===== src/rtl/mul32_seq_pkg.sv =====
// Shared constants for the sequential shift-add multiplier: operand width,
// last iteration index and controller state encoding.
package mul32_seq_pkg;
  localparam int         MUL_W         = 32;
  localparam logic [4:0] MUL_ITER_LAST = 5'd31;

  typedef enum logic [1:0] {
    MUL_IDLE = 2'd0,
    MUL_RUN  = 2'd1,
    MUL_DONE = 2'd2
  } mul_state_e;
endpackage


===== src/rtl/mul32_seq_add32_core.sv =====
// 32-bit ripple-carry adder, same structure as the add/subtract datapath adder.
module add32_core
  import mul32_seq_pkg::*;
(
  input  logic [MUL_W-1:0] x,
  input  logic [MUL_W-1:0] y,
  input  logic             cin,
  output logic [MUL_W-1:0] sum,
  output logic             cout
);
  logic [MUL_W:0] c;

  assign c[0] = cin;

  for (genvar i = 0; i < MUL_W; i++) begin : g_fa
    assign sum[i]   = x[i] ^ y[i] ^ c[i];
    assign c[i+1]   = (x[i] & y[i]) | (c[i] & (x[i] ^ y[i]));
  end

  assign cout = c[MUL_W];
endmodule


===== src/rtl/mul32_seq.sv =====
// Sequential 32x32 unsigned shift-add multiplier reusing one 32-bit adder.
// Optional macro ZERO_SKIP_EN: zero operands bypass RUN and complete next cycle.
module mul32_seq
  import mul32_seq_pkg::*;
(
  input  logic                 clk,
  input  logic                 rst_n,
  input  logic [MUL_W-1:0]     a,
  input  logic [MUL_W-1:0]     b,
  input  logic                 start,
  output logic                 ready,
  output logic                 busy,
  output logic                 done,
  output logic [2*MUL_W-1:0]   product
);
  mul_state_e           state_q, state_d;
  logic [MUL_W-1:0]     m_q, m_d;
  logic [MUL_W-1:0]     q_q, q_d;
  logic [MUL_W-1:0]     acc_q, acc_d;
  logic [4:0]           cnt_q, cnt_d;
  logic [2*MUL_W-1:0]   product_q, product_d;

  logic [MUL_W-1:0]     add_y, add_s;
  logic                 add_c;

  // Gating the adder input instead of its output: acc + 0 == {0, acc}.
  assign add_y = q_q[0] ? m_q : '0;

  add32_core u_add (
    .x    (acc_q),
    .y    (add_y),
    .cin  (1'b0),
    .sum  (add_s),
    .cout (add_c)
  );

  always_ff @(posedge clk or negedge rst_n) begin
    if (!rst_n) begin
      state_q   <= MUL_IDLE;
      m_q       <= '0;
      q_q       <= '0;
      acc_q     <= '0;
      cnt_q     <= '0;
      product_q <= '0;
    end else begin
      state_q   <= state_d;
      m_q       <= m_d;
      q_q       <= q_d;
      acc_q     <= acc_d;
      cnt_q     <= cnt_d;
      product_q <= product_d;
    end
  end

  always_comb begin
    state_d   = state_q;
    m_d       = m_q;
    q_d       = q_q;
    acc_d     = acc_q;
    cnt_d     = cnt_q;
    product_d = product_q;
    ready     = 1'b0;
    busy      = 1'b0;
    done      = 1'b0;
    unique case (state_q)
      MUL_IDLE: begin
        ready = 1'b1;
        if (start) begin
          m_d     = a;
          q_d     = b;
          acc_d   = '0;
          cnt_d   = '0;
          state_d = MUL_RUN;
`ifdef ZERO_SKIP_EN
          if (a == '0 || b == '0) begin
            product_d = '0;
            state_d   = MUL_DONE;
          end
`endif
        end
      end
      MUL_RUN: begin
        busy  = 1'b1;
        // {acc,q} <= {c,s,q[31:1]}: the 65-bit partial shifts right one place.
        acc_d = {add_c, add_s[MUL_W-1:1]};
        q_d   = {add_s[0], q_q[MUL_W-1:1]};
        cnt_d = cnt_q + 5'd1;
        if (cnt_q == MUL_ITER_LAST) begin
          product_d = {add_c, add_s, q_q[MUL_W-1:1]};
          state_d   = MUL_DONE;
        end
      end
      MUL_DONE: begin
        done    = 1'b1;
        state_d = MUL_IDLE;
      end
      default: state_d = MUL_IDLE;
    endcase
  end

  assign product = product_q;
endmodule

===== config.mk =====
export PLATFORM = sky130hd
export DESIGN_NAME = mul32_seq
export DESIGN_NICKNAME = d
export VERILOG_FILES = /design/src/rtl/mul32_seq_pkg.sv /design/src/rtl/mul32_seq_add32_core.sv /design/src/rtl/mul32_seq.sv
export SDC_FILE = /design/constraint.sdc
export NUM_CORES = 1
export LEC_CHECK = 0
export ABC_AREA = 1
export ABC_CLOCK_PERIOD_IN_PS = 13250
export CORE_ASPECT_RATIO = 0.9
export CORE_MARGIN = 10
export CORE_UTILIZATION = 48
export DETAILED_ROUTE_END_ITERATION = 8
export GPL_TIMING_DRIVEN = 0
export PLACE_DENSITY = 0.77
export SETUP_SLACK_MARGIN = 0.1
export SLEW_MARGIN = 20
export SYNTH_ARGS = -nofsm -noshare
export SYNTH_HDL_FRONTEND = slang
export SYNTH_SLANG_ARGS = --single-unit

===== constraint.sdc =====
create_clock -name clk -period 13.25 [get_ports clk]
set_input_delay 1.9875 -clock clk [delete_from_list [all_inputs] [get_ports clk]]
set_output_delay 1.9875 -clock clk [all_outputs]
set_load 0.005 [all_outputs]

==> impl_metrics.json <==
{
  "ys_seq_elements": 167,
  "setup_viol": 0,
  "hpwl_microns": 13700,
  "hold_path.class": "reg -> reg",
  "vias": 6101,
  "r2r_slack_ns": 0.56,
  "p_per_area_nw_per_um2": 218.9,
  "internal_power_w": 0.001421,
  "swShare_pct": 34.90,
  "setup_tns_ns": 0,
  "slew_headroom_pct": 60.89,
  "synth_edf_count": 0,
  "path_buf_inv": 3,
  "final_common_cell": "nand2_1",
  "synthToLayoutAreaGrowth_pct": 29.82,
  "start_kind": "register",
  "fin_cells": 1223,
  "reg2reg_to": "acc_q[30]",
  "syn_inst": 859,
  "worst_pin_slew_ns": 0.5866,
  "overflow": 0,
  "cp-startpoint": "q_q[0]",
  "grt_pass1_vias": 6160,
  "fin_crit_sh_pct": 95.79,
  "drtPass1Iterations": 5,
  "initial_core_util_pct": 49.38,
  "status": "finished, final reports clean",
  "cts_root_buf": "clkbuf_16",
  "placedCellCount": 1194,
  "placed_area_sq_um": 9324,
  "cts_tree": "done",
  "min_period_ns": 12.69,
  "final_cell_mix": "nand2_1 (421), dfrtp_1 (167), clkdlybuf4s50_1 (131)",
  "cts.htree.levels": 4,
  "fillCellCount": 1259,
  "core-area_sq_um": 15550,
  "min_from": "m_q[24]",
  "gp_congestion": 0.7948,
  "synth_area_sq_um": 7679,
  "holdPathStages": 2,
  "min_to": "m_q[24]",
  "power.static_leakage_nw": 4.815,
  "ir_drop_mv": 0.1237,
  "utilization_pct": 64.11,
  "async_flop_share_pct": 100.0,
  "synth_largest_area_cell": "dfrtp_1",
  "cts.clk_slew.worst_paths_ns": 0.06,
  "grtUsageTotal_pct": 18.30,
  "design_area_sq_um": 9968,
  "drt_iter0_markers": 394,
  "worst_path_max_delay_cell": "fa_1",
  "rows": 43,
  "finalHoldViolations": 0,
  "port_buffers": 132,
  "cts_sinks": 167,
  "dieArea_sq_um": 21460,
  "slowest_delay_ns": 0.58,
  "synth_seq_area_share_pct": 54.42,
  "clkPwrFrac_pct": 22.4,
  "ios": 134,
  "insertion_delay_ns": 0.43,
  "die_h_microns": 140.0,
  "synth_area_leaders": "dfrtp_1 (54%), nand2_1 (21%), fa_1 (8.1%)",
  "cp_max_fo": 6,
  "critical_path_class": "reg -> reg",
  "vias_per_cell": 4.989,
  "final.hold.worst_slack_ns": 0.4676,
  "clock_path_buffers": 2,
  "cp.required_ns": 13.56,
  "antenna_found_initial": 0,
  "cap_violations": 0,
  "antenna_left": 0,
  "nets": 1112,
  "antenna_cells": 0,
  "skew_ns": 0.01025,
  "drc": 0,
  "p_seq_share_pct": 39.6,
  "avgSynthCellArea_sq_um": 8.939,
  "synth_nets": 960,
  "cpMostUsedCell": "fa_2",
  "cp_top_family": "adder cells",
  "crit_arrival_ns": 13.00,
  "finalMaxSlewViolations": 0,
  "fmax_mhz": 78.79,
  "synth_cell_types": 23,
  "ctsHoldBuffers": 0,
  "post_cts_buffers": 0,
  "yosysWarnings": 0,
  "routedWlPerCell_microns": 15.50,
  "synth_ff_type": "dfrtp_1",
  "drive_gt1_share_pct": 11.56,
  "cts_buffers": 17,
  "drt-total-wl_microns": 18960,
  "rr_worst_depth": 37,
  "r2r_start": "q_q[0]",
  "power.switching_w": 0.0007617,
  "rsz0062_at_grt": "false",
  "grt_pass1_wl_microns": 32070,
  "grt_max_degree": 91,
  "die_w_microns": 153.3,
  "comb_power_share_pct": 38.0,
  "netlist.area_leader.share_pct": 54.42,
  "end_kind": "register"
}
## registers in the layout, indices dropped and copies added, names as in the netlist
signal   cells
product     64
acc_q       32
m_q         32
q_q         32
cnt_q        5
state_q      2
## repair_timing
action	CTS	global route
endpoints found under the setup margin	6	4
pin swaps	0	1
gates resized for setup	14	8
cloned	0	0
## cell usage after synthesis, types with 2 or more instances
cell / number
dfrtp_1: 167
clkbuf_1: 15
nand2_2: 6
buf_2: 20
inv_2: 2
buf_6: 5
buf_4: 7
o21ai_0: 57
buf_1: 3
o21ai_2: 10
fa_1: 31
nor2_1: 3
inv_4: 2
ha_1: 3
nand3_1: 67
nand2_1: 421
inv_1: 34
## tightest hold or removal path, stage by stage (launching register included)
cell	delay, ns
dfrtp_1	0.34
nand2_1	0.05
nand2_1	0.04
## power groups by stage
stage	Sequential (W)	Combinational [W]	Clock, W
CTS	0.000864	0.000837	0.000494
detailed placement	0.000868	0.000822	0
finish	0.000865	0.000829	0.000488
global route	0.000892	0.000957	0.000517
global placement	0.000864	0.000794	0
floorplan	0.000846	0.000490	0
## layout make-up
type | instances | area, sq um | area share [%]
plain buffers | 51 | 324.1 | 3.251
clock buffers | 22 | 484.2 | 4.858
clock inverters | 7 | 96.34 | 0.9665
repair buffers | 133 | 1354 | 13.58
inverters | 38 | 147.6 | 1.481
flip-flops and latches | 167 | 4179 | 41.92
well taps | 202 | 252.7 | 2.535
multi-input cells | 603 | 3131 | 31.40
## stage by stage
stage          setup WS [ns]  total power [W]
2_1_floorplan         0.1383         0.001336
3_3_place_gp         -0.3336         0.001657
3_5_place_dp         -0.4140         0.001690
4_1_cts               0.1494         0.002195
5_1_grt               0.1476         0.002366
6_report              0.5573         0.002182
## routing by layer
layer  global-route usage [%]  wire, microns  part of all wire (%)
met1                    24.87           8470                    45
met2                    28.35           9187                    48
met3                    4.438            967                   5.1
met4                    5.567            333                   1.8
met5                        0              0                     0
## cells by family after synthesis
group           synth area share, %
buf+inv                       5.719
compound gates                5.068
flops                         54.42
fa+ha+maj                     8.571
simple gates                  26.22
## worst max-delay path by stage
stage | cells past startpoint | slack [ns] | to
2_1_floorplan | 37 | 0.14 | acc_q[30]
3_3_place_gp | 34 | -0.33 | acc_q[30]
3_5_place_dp | 34 | -0.41 | acc_q[30]
4_1_cts | 37 | 0.15 | acc_q[30]
5_1_grt | 37 | 0.15 | acc_q[30]
6_report | 37 | 0.56 | acc_q[30]
Note: power is estimated with default switching activity, not from simulation.
